==> config.mk <==
export PLATFORM = sky130hd
export DESIGN_NAME = spi_reg_responder
export DESIGN_NICKNAME = d
export VERILOG_FILES = /design/src/rtl/spi_reg_responder.sv
export SDC_FILE = /design/constraint.sdc
export NUM_CORES = 1
export LEC_CHECK = 0
export BUFFER_PORTS_ARGS = -buffer_cell sky130_fd_sc_hd__buf_2
export CORE_ASPECT_RATIO = 2
export CORE_MARGIN = 8
export CORE_UTILIZATION = 45
export CTS_CLUSTER_SIZE = 30
export DETAILED_ROUTE_END_ITERATION = 16
export GPL_TIMING_DRIVEN = 0
export PLACE_DENSITY = 0.57
export REMOVE_ABC_BUFFERS = 1
export SLEW_MARGIN = 20
export SYNTH_ARGS = -nofsm -noshare
export SYNTH_HDL_FRONTEND = slang
export SYNTH_SLANG_ARGS = --single-unit
==> constraint.sdc <==
create_clock -name i_clk -period 2.45 [get_ports i_clk]
set_input_delay 0.1225 -clock i_clk [delete_from_list [all_inputs] [get_ports i_clk]]
set_output_delay 0.1225 -clock i_clk [all_outputs]
set_load 0.02 [all_outputs]
==> src/rtl/spi_reg_responder.sv <==
// rtl/spi_reg_responder.sv - SPI mode-0 slave emulating a 32 x 8-bit register file with interrupt output.
// Local fabric port for register access and a per-byte write strobe for completed SPI writes.
module spi_reg_responder #(
  parameter int SYNC_STAGES = 2,
  parameter int STATUS_REG  = 25,
  parameter int IEN_REG     = 26
) (
  input  logic       i_clk,
  input  logic       i_reset,
  input  logic       i_spi_sclk,
  input  logic       i_spi_ss_n,
  input  logic       i_spi_mosi,
  output logic       o_spi_miso,
  output logic       o_spi_miso_oe,
  input  logic [4:0] i_loc_addr,
  input  logic [7:0] i_loc_wdata,
  input  logic       i_loc_we,
  output logic [7:0] o_loc_rdata,
  output logic       o_wr_strobe,
  output logic [4:0] o_wr_addr,
  output logic [7:0] o_wr_data,
  output logic       o_int_n,
  output logic       o_busy
);

  localparam logic [4:0] LP_STATUS = STATUS_REG[4:0];
  localparam logic [4:0] LP_IEN    = IEN_REG[4:0];

  typedef enum logic [1:0] {S_IDLE, S_CMD, S_WR, S_RD} state_t;
  state_t r_state, w_state_nxt;

  logic [SYNC_STAGES-1:0] r_sclk_sync, r_ss_sync, r_mosi_sync;
  logic r_sclk_d, r_ss_d;
  logic w_sclk, w_ss, w_mosi;
  logic w_sclk_rise, w_sclk_fall, w_ss_fall, w_ss_rise;

  logic [7:0] r_regs [32];
  logic [6:0] r_shift_in;
  logic [7:0] r_shift_out;
  logic [2:0] r_bit_cnt;
  logic [4:0] r_addr;
  logic       r_oe;
  logic       r_wr_strobe;
  logic [4:0] r_wr_addr;
  logic [7:0] r_wr_data;
  logic [7:0] r_loc_rdata;
  logic       r_int_n;
  logic [7:0] w_byte;
  logic       w_byte_done;
  logic       w_spi_we;

  assign w_sclk = r_sclk_sync[SYNC_STAGES-1];
  assign w_ss   = r_ss_sync[SYNC_STAGES-1];
  assign w_mosi = r_mosi_sync[SYNC_STAGES-1];

  assign w_sclk_rise = w_sclk & ~r_sclk_d;
  assign w_sclk_fall = ~w_sclk & r_sclk_d;
  assign w_ss_fall   = ~w_ss & r_ss_d;
  assign w_ss_rise   = w_ss & ~r_ss_d;

  // Completed byte includes the bit arriving on this rise.
  assign w_byte      = {r_shift_in, w_mosi};
  assign w_byte_done = (r_state != S_IDLE) && !w_ss_rise && w_sclk_rise && (r_bit_cnt == 3'd7);
  assign w_spi_we    = w_byte_done && (r_state == S_WR);

  always_ff @(posedge i_clk) begin
    if (i_reset) begin
      r_sclk_sync <= '0;
      r_ss_sync   <= '1;
      r_mosi_sync <= '0;
      r_sclk_d    <= 1'b0;
      r_ss_d      <= 1'b1;
    end else begin
      r_sclk_sync <= {r_sclk_sync[SYNC_STAGES-2:0], i_spi_sclk};
      r_ss_sync   <= {r_ss_sync[SYNC_STAGES-2:0], i_spi_ss_n};
      r_mosi_sync <= {r_mosi_sync[SYNC_STAGES-2:0], i_spi_mosi};
      r_sclk_d    <= w_sclk;
      r_ss_d      <= w_ss;
    end
  end

  always_ff @(posedge i_clk) begin
    if (i_reset) r_state <= S_IDLE;
    else         r_state <= w_state_nxt;
  end

  always_comb begin
    w_state_nxt = r_state;
    case (r_state)
      S_IDLE: if (w_ss_fall) w_state_nxt = S_CMD;
      S_CMD: begin
        if (w_ss_rise)        w_state_nxt = S_IDLE;
        else if (w_byte_done) w_state_nxt = w_byte[1] ? S_WR : S_RD;
      end
      default: if (w_ss_rise) w_state_nxt = S_IDLE;
    endcase
  end

  always_ff @(posedge i_clk) begin
    if (i_reset) begin
      for (int i = 0; i < 32; i++) r_regs[i] <= 8'h00;
      r_shift_in  <= '0;
      r_shift_out <= '0;
      r_bit_cnt   <= '0;
      r_addr      <= '0;
      r_oe        <= 1'b0;
      r_wr_strobe <= 1'b0;
      r_wr_addr   <= '0;
      r_wr_data   <= '0;
      r_loc_rdata <= '0;
      r_int_n     <= 1'b1;
    end else begin
      r_wr_strobe <= 1'b0;
      r_loc_rdata <= r_regs[i_loc_addr];
      r_int_n     <= ~|(r_regs[LP_STATUS] & r_regs[LP_IEN]);
      // SPI write is issued last so it overrides a same-address local write.
      if (i_loc_we) r_regs[i_loc_addr] <= i_loc_wdata;
      if (w_spi_we) begin
        r_regs[r_addr] <= w_byte;
        r_wr_strobe    <= 1'b1;
        r_wr_addr      <= r_addr;
        r_wr_data      <= w_byte;
      end
      if (r_state == S_IDLE) begin
        if (w_ss_fall) begin
          r_shift_out <= r_regs[LP_STATUS];
          r_oe        <= 1'b1;
          r_bit_cnt   <= '0;
        end
      end else if (w_ss_rise) begin
        r_oe        <= 1'b0;
        r_shift_out <= '0;
      end else begin
        if (w_sclk_rise) begin
          r_shift_in <= {r_shift_in[5:0], w_mosi};
          r_bit_cnt  <= r_bit_cnt + 3'd1;
          if (r_state == S_CMD && r_bit_cnt == 3'd7) r_addr <= w_byte[7:3];
        end
        if (w_sclk_fall) begin
          if (r_bit_cnt != 3'd0)    r_shift_out <= {r_shift_out[6:0], 1'b0};
          else if (r_state == S_RD) r_shift_out <= r_regs[r_addr];
          else                      r_shift_out <= 8'h00;
        end
      end
    end
  end

  assign o_spi_miso    = r_shift_out[7];
  assign o_spi_miso_oe = r_oe;
  assign o_loc_rdata   = r_loc_rdata;
  assign o_wr_strobe   = r_wr_strobe;
  assign o_wr_addr     = r_wr_addr;
  assign o_wr_data     = r_wr_data;
  assign o_int_n       = r_int_n;
  assign o_busy        = (r_state != S_IDLE);

endmodule

Word-level counts from Yosys, hierarchy flattened

Memory sizes are Yosys's and may differ from the RTL's. A register that Yosys moved wholly into a read port is not among the register bits.
Index checks and enable logic that the tools add are counted.

Word-level logic and storage cells: 93
Memories: 1
Flip-flop bits (word level): 49
RAM bits: 256
Input port bits: 19
Output and inout port bits: 26

Bitwise logic cells: 11
Reductions and logical operators: 23
Equal/unequal tests: 7
Add/subtract/negate cells: 1
Muxes and demuxes: 35

Memory list:

| name   | depth | bits a word | rd ports | clocked after memory_dff | wr ports | RTL line | source |
|---|---|---|---|---|---|---|---|
| r_regs | 32    | 8           | 4        | 2                        | 32       | 37       | `logic [7:0] r_regs [32];` |

Operators by type and width:

| operator                                                              | count |
|---|---|
| 8-bit 2-to-1 mux                                                      | 8 |
| 8-bit OR reduction                                                    | 3 |
| 5-bit 2-to-1 mux                                                      | 4 |
| 1-bit 2-to-1 mux                                                      | 14 |
| 3-bit 2-to-1 mux                                                      | 4 |
| 3-bit AND reduction                                                   | 3 |
| 3-bit nonzero test                                                    | 3 |
| 8-bit AND                                                             | 1 |
| 2-bit 2-to-1 mux                                                      | 4 |
| 1-bit inverter                                                        | 6 |
| 2-bit nonzero test                                                    | 3 |
| 1-bit logical AND                                                     | 5 |
| 1-bit AND                                                             | 4 |
| 2-bit equality test, second input constant                            | 2 |
| 2-bit one-hot mux with 2 select lines                                 | 1 |
| 2-bit AND reduction                                                   | 2 |
| 4-bit AND reduction                                                   | 1 |
| 3-bit by 1-bit adder with 3-bit output, second input constant         | 1 |
| 3-bit equality test, second input constant                            | 1 |
| 3-bit != test, second input constant                                  | 1 |
| 2-bit by 1-bit equality test with 1-bit output, second input constant | 1 |
| 1-bit zero test                                                       | 2 |
| 2-bit zero test                                                       | 1 |
| 2-bit by 1-bit != test with 1-bit output, second input constant       | 1 |
| 2-bit != test, second input constant                                  | 1 |

Longest topological paths before layout

Word-level depth: 12
Mapped depth: 9
Mapped depth without buffers: 7

Least setup slack after synthesis

Ideal clock, no wire load.

Kind: register to register
Start point: register r_state[0]
End point: memory r_regs[31][0] (enable)
Clock period less this slack: 2.196 ns
Cell stages (with the launch flop): 8
Setup time: 0.329 ns
Slack: 0.254 ns
Arrival: 1.867 ns
Required time: 2.121 ns
Path buffers: 2
Cells stage by stage: dfxtp_1 nor2_1 inv_2 nand4_4 or4_1 buf_2 buf_2 nand2_1

RTL lines:

| element                  | RTL line | source |
|---|---|---|
| start: declaration       | 30       | `state_t r_state, w_state_nxt;` |
| start signal: assignment | 84       | `else r_state <= w_state_nxt;` |
| end: declaration         | 37       |  |

==> run_results.csv <==
group,metric,value,unit
logic_synthesis,avgSynthCellArea,10.5,sq um
critical_path,cp_top_family,"simple AND/OR/NAND/NOR gates",
floorplanning,io_pins,45,
pwr,peakVddDrop,0.524,mV
sta,worstMarginPinSlew,1110,ps
sta,timing.final.crit_share,98.4,%
global_route,grt_pass1_wl,97000,um
status,status,"finished clean",
finish,fin_area,20300,sq um
placed_design,post-dp-hpwl,43600,um
critical_path,reg2reg_from,"r_state[1]",
logic_synthesis,ys_ff_latch,318,
clocking,clkLatencyLatePin,580,ps
logic_synthesis,ys_types,55,
clocking,cts-root-buf,"clkbuf_16",
hold_path,hold_path.startpoint,"i_reset",
sta,setup_viol,0,
logic_synthesis,syn-cell-area,18100,sq um
logic_synthesis,ys_seq_area_share,49.4,%
finish,mostFrequentLayoutCell,"o21ai_0",
route,drt_iter0_markers,1714,
critical_path,path_buf_inv,2,
run,maxCapViolations,0,
critical_path,crit_top_cell,"buf_4",
clocking,cts-buffers-inserted,30,
finish,layout_common_cells,"258 x o21ai_0, 256 x edfxtp_1, 207 x nand3_1, 144 x nand2_1, 104 x mux2i_1",
placed_design,post_dp_cell_area,18500,sq um
logic_synthesis,syn_inst,1724,
critical_path,endpoint_kind,"register",
route,route.detailed.drc,0,
placed_design,port-buffer-count,44,
hold_path,whs_path_depth,2,
route,wl_per_cell,30.1,um
global_route,antenna_found_initial,1,
route,drtPass1Iterations,8,
finish,fin_nets,1699,
critical_path,worstPathMaxFanout,7,
critical_path,start_kind,"register",
route,wirelength,67200,um
critical_path,crit_chain,"or3b_1 -> nor2_1 -> nand4_1 -> buf_4 -> buf_4 -> nand3_1 -> o21ai_0",
sta,max_slew_margin,25.7,%
logic_synthesis,synth_edf_count,256,
critical_path,critPathKind,"register to register",
finish,area_growth,12.5,%
route,routed_via_density,6.72,
hold_path,hold_path_end,"o_wr_data[0]",
clocking,clk_pin_slew,70,ps
logic_synthesis,async_flop_share,0,%
clocking,clk_path_buf_depth,3,
pwr,power,12.3,mW
floorplanning,num_rows,104,
clocking,cts.sinks,318,
sta,min_period,2410,ps
floorplanning,die_area,47200,sq um
sta,clock_skew,9.18,ps
finish,final_cells,2232,
critical_path,required,2750,ps
critical_path,critPathArrivalTime,2710,ps
critical_path,r2r-end,"r_regs[30][2]",
global_route,grt_max_degree,51,
clocking,cts_tree,"built",
placed_design,place.gp.congestion,0.948,
placed_design,place_inst,2140,
critical_path,r2r_cells,7,
pwr,p_per_area,604,nW/um^2
floorplanning,die_x,158,um
pwr,leakagePower,6.10,nW
logic_synthesis,synth_flop_cell,"edfxtp_1",
logic_synthesis,ys_warn_count,0,
critical_path,rrSetupSlack,40,ps
route,num_vias,15000,
hold_path,worstHoldPathType,"input port to register",
sta,max_freq,0.415,GHz
global_route,first_global_vias,14200,
critical_path,crit_slowest_cell,"or3b_1",
sta,slew_viol_final,0,
floorplanning,start_util,45.2,%
clocking,ctsHtreeMaxLevel,1,
sta,rsz0062_at_grt,"yes",
sta,hold_viol,0,
finish,post-route-util,50.9,%
floorplanning,fp.dieH,299,um
global_route,grt-ovfl-total,0,
global_route,grt_use_total,28.3,%
floorplanning,core_area,39900,sq um
finish,layout-drive-gt1-share,21.4,%
route,ant_nets,0,
critical_path,cp_slowest_stage_delay,520,ps
[synth_stat cells (35+ instances only)]
| library cell | instances | area [sq um] |
|---|---|---|
| nand3_1 | 230 | 1150 |
| nor2_1 | 84 | 315 |
| o21ai_0 | 268 | 1340 |
| buf_2 | 36 | 180 |
| clkbuf_1 | 112 | 420 |
| mux4_2 | 68 | 1530 |
| edfxtp_1 | 256 | 7690 |
| dfxtp_1 | 62 | 1240 |
| mux2_2 | 42 | 473 |
| mux2i_1 | 104 | 1040 |
| a22oi_1 | 35 | 263 |
| nand2_1 | 171 | 642 |
[flip-flops by register name (all words and copies together) (netlist names), 3 cells and up, named ones only]
signal / cells
r_regs: 256
r_addr: 5
r_bit_cnt: 3
o_loc_rdata: 8
r_shift_in: 7
o_wr_addr: 5
o_wr_data: 8
r_shift_out: 8
[power by group]
group	internal (mW)	switching [mW]
logic	0.403	0.683
clock network	2.81	2.12
registers	6.09	0.177
[timing repair]
item | CTS | global route
setup buffers | 27 | 5
hold buffers | 3 | 0
resized for setup | 112 | 24
endpoints found under the setup margin | 545 | 336
pin swaps | 12 | 3
hold endpoints to repair | 3 | 0
[metal layers]
layer	GRT usage, %	share of wire [%]
met3	3.53	8.7
met4	17.1	7.0
met1	35.0	36
met5	0	0
met2	46.2	48
[metrics by stage]
| stage | hold WS [ps] | setup TNS [ps] | setup WS [ps] |
|---|---|---|---|
| after global routing | 32.0 | -59.1 | -9.21 |
| after floorplan | 192 | -72740 | -2310 |
| final | 14.5 | 0 | 38.1 |
| after CTS | 9.10 | 0 | 10.8 |
| after detailed placement | 307 | -331890 | -974 |
| after global placement | 307 | -1012670 | -4490 |
[final cells by class]
type / instances / area (sq um)
diodes: 1 / 2.50
clock buffers: 43 / 841
clock inverters: 13 / 173
fillers: 3612 / 19600
inverters: 22 / 86.3
multi-input cells: 1217 / 8880
flip-flops and latches: 318 / 8950
well taps: 530 / 663
repair buffers: 88 / 742
[worst register-to-register path: stages, from the launching register on]
cell and delay (ps):
dfxtp_2 480, or3b_1 530, nor2_1 380, nand4_1 180, buf_4 230, buf_4 160
nand3_1 70, o21ai_0 110
[worst max-delay path by stage]
stage | from | endpoint | slack (ps) | depth (start not counted)
final | r_state[1] | r_regs[30][2] | 40 | 7
after global routing | i_reset | r_regs[24][5] | -9 | 6
after CTS | register | r_shift_out[1] | 10 | 6
after detailed placement | r_state[1] | r_regs[30][0] | -970 | 6
after global placement | register | r_shift_out[2] | -4490 | 5
after floorplan | register | r_shift_out[1] | -2310 | 5
[kinds of logic after synthesis]
group,Yosys count,synth area share [%]
flip-flops,318,49.4
AO/OA/AOI/OAI,435,14.1
adder cells (fa/ha/maj),3,0.208
buffers and inverters,189,4.32
multiplexers,214,16.9
AND/OR/NAND/NOR,565,15.1
No activity file was read; power rests on OpenSTA's default activity.
